File: src/rtl/rf_stream_port.sv
// Register-file sequencing master: FILL streams words into r0..r7, DUMP streams r0..r7 out.
// Define RF_STREAM_CHKSUM_EN to add a trailing mod-2^WIDTH checksum beat to both directions.
module rf_stream_port #(
  parameter int WIDTH = 16,
  parameter int SEL_W = 3
) (
  input  logic             clk,
  input  logic             rst,
  input  logic             start,
  input  logic             mode,
  input  logic             in_valid,
  input  logic [WIDTH-1:0] in_data,
  output logic             in_ready,
  output logic             out_valid,
  output logic [WIDTH-1:0] out_data,
  input  logic             out_ready,
  output logic [SEL_W-1:0] rf_read1regsel,
  output logic [SEL_W-1:0] rf_read2regsel,
  input  logic [WIDTH-1:0] rf_read1data,
  input  logic [WIDTH-1:0] rf_read2data,
  output logic [SEL_W-1:0] rf_writeregsel,
  output logic [WIDTH-1:0] rf_writedata,
  output logic             rf_write,
  output logic             busy,
  output logic             done,
  output logic             err
);

  typedef enum logic [1:0] {S_IDLE, S_DUMP, S_FILL, S_DONE} state_t;

  state_t           state_q, state_d;
  logic [SEL_W-1:0] idx_q, idx_d;
  logic             out_valid_q, out_valid_d;
  logic [WIDTH-1:0] out_data_q, out_data_d;
  logic             write_en;
  logic             last_beat;

`ifdef RF_STREAM_CHKSUM_EN
  logic [WIDTH-1:0] sum_q, sum_d;
  logic             chk_q, chk_d;
  logic             bad_q, bad_d;
`endif

  always_comb begin
    state_d        = state_q;
    idx_d          = idx_q;
    out_valid_d    = out_valid_q;
    out_data_d     = out_data_q;
    in_ready       = 1'b0;
    write_en       = 1'b0;
    busy           = 1'b0;
    done           = 1'b0;
    err            = start && (state_q != S_IDLE);
    rf_read1regsel = idx_q;
    rf_read2regsel = idx_q + SEL_W'(1);
`ifdef RF_STREAM_CHKSUM_EN
    sum_d          = sum_q;
    chk_d          = chk_q;
    bad_d          = bad_q;
    last_beat      = chk_q;
`else
    last_beat      = (idx_q == '1);
`endif

    case (state_q)
      S_IDLE: begin
        rf_read1regsel = '0;
        if (start) begin
          idx_d = '0;
`ifdef RF_STREAM_CHKSUM_EN
          chk_d = 1'b0;
          bad_d = 1'b0;
          sum_d = mode ? '0 : rf_read1data;
`endif
          if (mode) begin
            state_d = S_FILL;
          end else begin
            out_data_d  = rf_read1data;
            out_valid_d = 1'b1;
            state_d     = S_DUMP;
          end
        end
      end
      S_DUMP: begin
        busy = 1'b1;
        if (out_valid_q && out_ready) begin
          if (last_beat) begin
            out_valid_d = 1'b0;
            state_d     = S_DONE;
          end else if (idx_q == '1) begin
`ifdef RF_STREAM_CHKSUM_EN
            // r7 just left; the accumulated sum becomes the extra beat
            out_data_d = sum_q;
            chk_d      = 1'b1;
`endif
          end else begin
            out_data_d = rf_read2data;
            idx_d      = idx_q + SEL_W'(1);
`ifdef RF_STREAM_CHKSUM_EN
            sum_d      = sum_q + rf_read2data;
`endif
          end
        end
      end
      S_FILL: begin
        busy     = 1'b1;
        in_ready = 1'b1;
`ifdef RF_STREAM_CHKSUM_EN
        if (chk_q) begin
          if (in_valid) begin
            bad_d   = (in_data != sum_q);
            state_d = S_DONE;
          end
        end else begin
`else
        begin
`endif
          write_en = in_valid;
          if (in_valid) begin
`ifdef RF_STREAM_CHKSUM_EN
            sum_d = sum_q + in_data;
            if (idx_q == '1) chk_d = 1'b1;
            else             idx_d = idx_q + SEL_W'(1);
`else
            if (idx_q == '1) state_d = S_DONE;
            else             idx_d   = idx_q + SEL_W'(1);
`endif
          end
        end
      end
      S_DONE: begin
        done    = 1'b1;
        state_d = S_IDLE;
`ifdef RF_STREAM_CHKSUM_EN
        if (bad_q) err = 1'b1;
`endif
      end
      default: state_d = S_IDLE;
    endcase
  end

  always_ff @(posedge clk) begin
    if (rst) begin
      state_q     <= S_IDLE;
      idx_q       <= '0;
      out_valid_q <= 1'b0;
      out_data_q  <= '0;
`ifdef RF_STREAM_CHKSUM_EN
      sum_q       <= '0;
      chk_q       <= 1'b0;
      bad_q       <= 1'b0;
`endif
    end else begin
      state_q     <= state_d;
      idx_q       <= idx_d;
      out_valid_q <= out_valid_d;
      out_data_q  <= out_data_d;
`ifdef RF_STREAM_CHKSUM_EN
      sum_q       <= sum_d;
      chk_q       <= chk_d;
      bad_q       <= bad_d;
`endif
    end
  end

  // Never write during a reset cycle, even if the FILL handshake is live.
  assign rf_write       = write_en && !rst;
  assign rf_writeregsel = idx_q;
  assign rf_writedata   = in_data;
  assign out_valid      = out_valid_q;
  assign out_data       = out_data_q;

endmodule

File: config.mk
export PLATFORM = sky130hd
export DESIGN_NAME = rf_stream_port
export DESIGN_NICKNAME = d
export VERILOG_FILES = /design/src/rtl/rf_stream_port.sv
export SDC_FILE = /design/constraint.sdc
export NUM_CORES = 1
export LEC_CHECK = 0
export CAP_MARGIN = 10
export CORE_MARGIN = 5
export CORE_UTILIZATION = 38
export DETAILED_ROUTE_END_ITERATION = 7
export MAX_ROUTING_LAYER = met4
export PLACE_DENSITY = 0.85
export SLEW_MARGIN = 5
export SYNTH_ARGS = -nofsm -noshare
export SYNTH_HDL_FRONTEND = slang
export SYNTH_SLANG_ARGS = --single-unit
export TNS_END_PERCENT = 5
File: constraint.sdc
create_clock -name clk -period 2.6 [get_ports clk]
set_input_delay 0.52 -clock clk [delete_from_list [all_inputs] [get_ports clk]]
set_output_delay 0.52 -clock clk [all_outputs]
set_load 0.03 [all_outputs]
=== Word-level counts from Yosys, hierarchy flattened ===
Index checks and enable logic that the tools add are counted.

* Logic and storage cells: 54
* ROM bits: 0
* RAM bits: 0
* Memories kept: 0
* Input port bits: 54
* Output and inout bits: 47
* Latch bits: 0
* Register bits: 22

* Bitwise operators: 0
* Multiplexer cells: 26
* Shift operators: 0
* $mul: 0
* Equality and inequality tests: 10
* $lt $le $gt $ge: 0
* Reduce and logical (&&, ||, !) cells: 13
* Add/subtract/negate cells: 1
* Divide/modulo/power cells: 0

{| class="wikitable"
|+ Operators with widths
! operator !! number
|-
| $mux W16 || 4
|-
| $pmux W16 S2 || 1
|-
| $mux W3 || 5
|-
| $ne A2 B2 Y1 const B || 6
|-
| $mux W2 || 5
|-
| $reduce_and A5 Y1 || 2
|-
| $pmux W3 S3 || 1
|-
| $mux W1 || 8
|-
| $pmux W2 S4 || 1
|-
| $eq A2 B2 Y1 const B || 2
|-
| $reduce_and A4 Y1 || 1
|-
| $reduce_bool A2 Y1 || 2
|-
| $add A3 B1 Y3 const B || 1
|-
| $eq A3 B3 Y1 const B || 1
|-
| $logic_and A1 B1 Y1 || 3
|-
| $reduce_and A3 Y1 || 1
|-
| $reduce_bool A3 Y1 || 1
|-
| $eq A2 B1 Y1 const B || 1
|-
| $logic_not A2 Y1 || 1
|-
| $pmux W1 S2 || 1
|-
| $reduce_or A2 Y1 || 1
|-
| $logic_not A1 Y1 || 1
|}

=== Longest topological paths before layout ===
* Depth in word-level cells: 4
* Depth in mapped cells: 8
* Mapped depth without buffers: 5

=== Worst setup path before layout ===
No wires, ideal clock.

* Path kind: flip-flop to flip-flop
* Start: register state_q[0]
* End: register idx_q[0], in the netlist rf_writeregsel[0]
* Path buffers: 1
* Stages on the path, launching flop included: 7
* Clock period less this slack: 1920 ps
* Path slack: 680 ps
* Arrival: 1802 ps
* Path through: dfxtp_1 > inv_1 > ha_1 > a21oi_1 > or4b_4 > buf_6 > mux2i_1

* Word-level cells in the longest chain between the ends: 3
* Elaborated cells on any way between the ends: 9

{| class="wikitable"
|+ RTL lines
! item !! line !! text
|-
| start: declaration || 31 || <nowiki>state_t state_q, state_d;</nowiki>
|-
| start signal: assignment || 154 || <nowiki>state_q <= state_d;</nowiki>
|-
| $eq A2 B1 Y1, or another cell as far along || 65 || <nowiki>case (state_q)</nowiki>
|-
| $ne A2 B2 Y1 (no source line) or $reduce_bool A3 Y1 (tied branches) || n/a ||
|-
| $reduce_and A4 Y1 (no source line) || n/a ||
|-
| end signal: assignment || 155 || <nowiki>idx_q <= idx_d;</nowiki>
|-
| end: declaration || 32 || <nowiki>logic [SEL_W-1:0] idx_q, idx_d;</nowiki>
|}

Several ways; a longest one is shown, not always the timed one.
A chain may end at the register's enable or synchronous reset.

=== Worst setup path in the final report ===
* Start: register state_q[0]
* End: output port busy

* Word-level cells in the longest chain between the ends: 3
* Elaborated cells on any way between the ends: 4

{| class="wikitable"
|+ RTL lines
! item !! line !! text
|-
| $eq A2 B2 Y1 or $eq A2 B1 Y1 (tied branches) || 65 ||
|-
| $reduce_or A2 Y1 (no source line) * || n/a ||
|-
| $mux W1 * || 65 ||
|-
| end: declaration || 24 || <nowiki>output logic busy,</nowiki>
|}

Every way passes the cells marked *; elsewhere a longest branch is shown, timed or not.

==> flow_summary.json <==
{
  "htreeDepth": 1,
  "netlist-cell-type-count": 25,
  "synth-adder-area-share_pct": 7.569,
  "remaining_drc_errors": 0,
  "finalHoldViolations": 0,
  "root_buffer": "clkbuf_8",
  "max_freq_mhz": 405.2,
  "slowest_stage": "clkdlybuf4s50_1",
  "drive_gt1_share_pct": 13.15,
  "grt_max_degree": 27,
  "startpoint": "state_q[0]$_SDFFE_PP0P_",
  "slew_violations": 0,
  "r2r_slack_ps": 640,
  "sw_frac_of_total_pct": 39.90,
  "cts_buffers": 3,
  "gp_congestion": 0.8065,
  "grt_pass1_vias": 1243,
  "io_buffer_count": 68,
  "seq_area_frac_synth_pct": 29.60,
  "max_stage_delay_ps": 720,
  "syn_avg_cell_area_um2": 9.183,
  "wire_per_inst_um": 12.69,
  "ctsHoldBuffers": 0,
  "vias_per_cell": 4.739,
  "crit_chain": "inv_1 -> ha_1 -> clkdlybuf4s50_1",
  "worstPathRequired_ps": 2080,
  "synth_top_family_by_area": "multiplexers",
  "antenna_cells": 0,
  "fillerInstances": 357,
  "num_io_pins": 101,
  "synth-simple-area-share_pct": 17.66,
  "setup_viol": 0,
  "synth-edff-count": 0,
  "finClkSkew_ps": 5.383,
  "tightest_slew_ps": 449.8,
  "reg2reg_depth": 5,
  "vdd_drop_max_mv": 0.3817,
  "synth_mux_area_share_pct": 26.32,
  "maxCapViolCount": 0,
  "post-route-period-util_pct": 94.92,
  "grt-ovfl-total": 0,
  "cts_tree": "built",
  "grt_first_pass_wirelength_mm": 5.209,
  "tns_ps": 0,
  "hpwl_mm": 2.640,
  "start_kind": "register",
  "synthFlopType": "dfxtp_1",
  "rows": 22,
  "wl_mm": 3.311,
  "critPathCapture": "busy",
  "arrival_ps": 1950,
  "status": "finished clean",
  "powerDensity_nw_per_um2": 969.7,
  "slew-limit-headroom_pct": 69.96,
  "ant_nets": 0,
  "die_h_um": 72.57,
  "clk_latency_ps": 260,
  "dieArea_um2": 5266,
  "cts_num_sinks": 22,
  "synthXorXnorAreaFrac_pct": 0,
  "synth_fp_nets": 225,
  "internal-power_mw": 1.253,
  "area_growth_pct": 44.49,
  "regToRegEndpoint": "state_q[1]$_SDFFE_PP0P_",
  "worstSetupEndpointType": "output port",
  "min_period_ps": 2468,
  "hold_path.class": "register to register",
  "r2r-start": "state_q[0]$_SDFFE_PP0P_",
  "path_clk_slew_ps": 80,
  "die_x_um": 72.57,
  "grt_use_total_pct": 12.51,
  "synth_compound_area_share_pct": 5.467,
  "firstDrtPassIters": 4,
  "grt_setup_unrepaired": "false",
  "ys_seq_elements": 22,
  "power.switching_uw": 831.7,
  "ys_warn_count": 0,
  "worstPathMaxFanout": 7,
  "comb_power_share_pct": 58.8,
  "via_count": 1237,
  "cts.path.max_buffers": 2,
  "synthCells": 162,
  "clkPwrFrac_pct": 15.1,
  "layout.nets": 277,
  "initial_core_util_pct": 40.03,
  "post_cts_buffers": 0,
  "netlist_area_um2": 1488,
  "async_flop_share_pct": 0,
  "antenna_found_initial": 0,
  "core_um2": 3716,
  "power.total_mw": 2.085,
  "crit_type": "register to output port",
  "drt_iter0_drc": 38,
  "cts_resized": 0,
  "p_leak_nw": 0.8812,
  "power.share.sequential_pct": 26.1
}
==> cells in the final DEF, fill, tap and decap left out, drive strengths merged, types with 2 or more instances in the layout <==
| cell | instances |
|---|---|
| clkdlybuf4s50 | 68 |
| nand2b | 2 |
| nand2 | 27 |
| ha | 9 |
| a21oi | 4 |
| mux2 | 17 |
| nor2 | 9 |
| nor2b | 12 |
| dfxtp | 22 |
| inv | 4 |
| buf | 4 |
| clkbuf | 3 |
| mux2i | 20 |
==> power by group through the flow <==
stage	clock [mW]	combinational (mW)	sequential, mW
after global placement	0	1.23	0.547
after CTS	0.325	1.24	0.546
final	0.315	1.23	0.544
after detailed placement	0	1.24	0.552
after global routing	0.337	1.31	0.560
after floorplan	0	0.606	0.803
==> worst min-delay path by stage <==
stage                             startpoint                       end  slack, ps  cells past startpoint
global placement    out_data[5]$_SDFFE_PP0P_  out_data[5]$_SDFFE_PP0P_        440                      2
floorplan            state_q[0]$_SDFFE_PP0P_   state_q[0]$_SDFFE_PP0P_        480                      2
finish              out_data[4]$_SDFFE_PP0P_  out_data[4]$_SDFFE_PP0P_        460                      2
CTS                 out_data[8]$_SDFFE_PP0P_  out_data[8]$_SDFFE_PP0P_        470                      2
detailed placement  out_data[3]$_SDFFE_PP0P_  out_data[3]$_SDFFE_PP0P_        460                      2
global route        out_data[8]$_SDFFE_PP0P_  out_data[8]$_SDFFE_PP0P_        490                      2
==> flip-flops by register name (all words and copies together), names as in the netlist <==
| signal | count |
|---|---|
| rf_writeregsel | 3 |
| out_valid | 1 |
| out_data | 16 |
| state_q | 2 |
==> final cells by class <==
cell class	instances	area, um2	area share (%)
multi-input combinational	110	848.3	39.46
timing repair buffer	72	710.7	33.06
inverter	5	18.77	0.8731
clock buffer	3	41.29	1.921
clock inverter	1	30.03	1.397
sequential	22	440.4	20.49
tap	48	60.06	2.794
==> per-stage QoR <==
| step | std cells | hold slack [ps] | instance area (um2) | utilization [%] | setup slack (ps) |
|---|---|---|---|---|---|
| final | 261 | 464.0 | 2150 | 57.85 | 132.0 |
| after global routing | 261 | 488.6 | 2150 | 57.85 | 24.70 |
| after CTS | 261 | 468.5 | 2150 | 57.85 | 125.4 |
| after detailed placement | 257 | 456.1 | 2078 | 55.93 | 194.1 |
| after global placement | 257 | 442.6 | 2078 | 55.93 | 212.4 |
| after floorplan | 162 | 484.8 | 1488 | - | 679.8 |
==> cells in the mapped netlist (all sizes together), types with 2 or more instances <==
cell / number / share of area, %
dfxtp: 22 / 30
nand2b: 2 / 0.84
clkbuf: 3 / 0.76
nor2: 9 / 2.3
a21oi: 4 / 1.3
nor2b: 12 / 5.0
mux2: 17 / 13
buf: 22 / 11
ha: 9 / 7.6
mux2i: 20 / 13
nand2: 27 / 6.8
inv: 4 / 1.0
==> per-layer routing <==
metal  track usage [%]  wire length [um]  up-vias
met5                 -                 0        -
met1             13.00              1322      566
met3             3.168               304        6
met2             23.15              1659       41
met4             3.484                24        0
li1                  -                 -      624
==> cells by family (layout without fill, tap and decap cells) <==
group                      count (synthesis)  after routing
AOI/OAI and AO/OA                          9              9
and+or+nand+nor                           55             55
DFF                                       22             22
muxes                                     37             37
buffers and inverters                     30             81
adders and majority gates                  9              9
==> worst max-delay path, delay by kind of cell, from the launching register on <==
family | cells | cell delay, ps
adders and majority gates | 1 | 430
buffers and inverters | 2 | 830
DFF | 1 | 420
No activity file was read; power rests on OpenSTA's default activity.
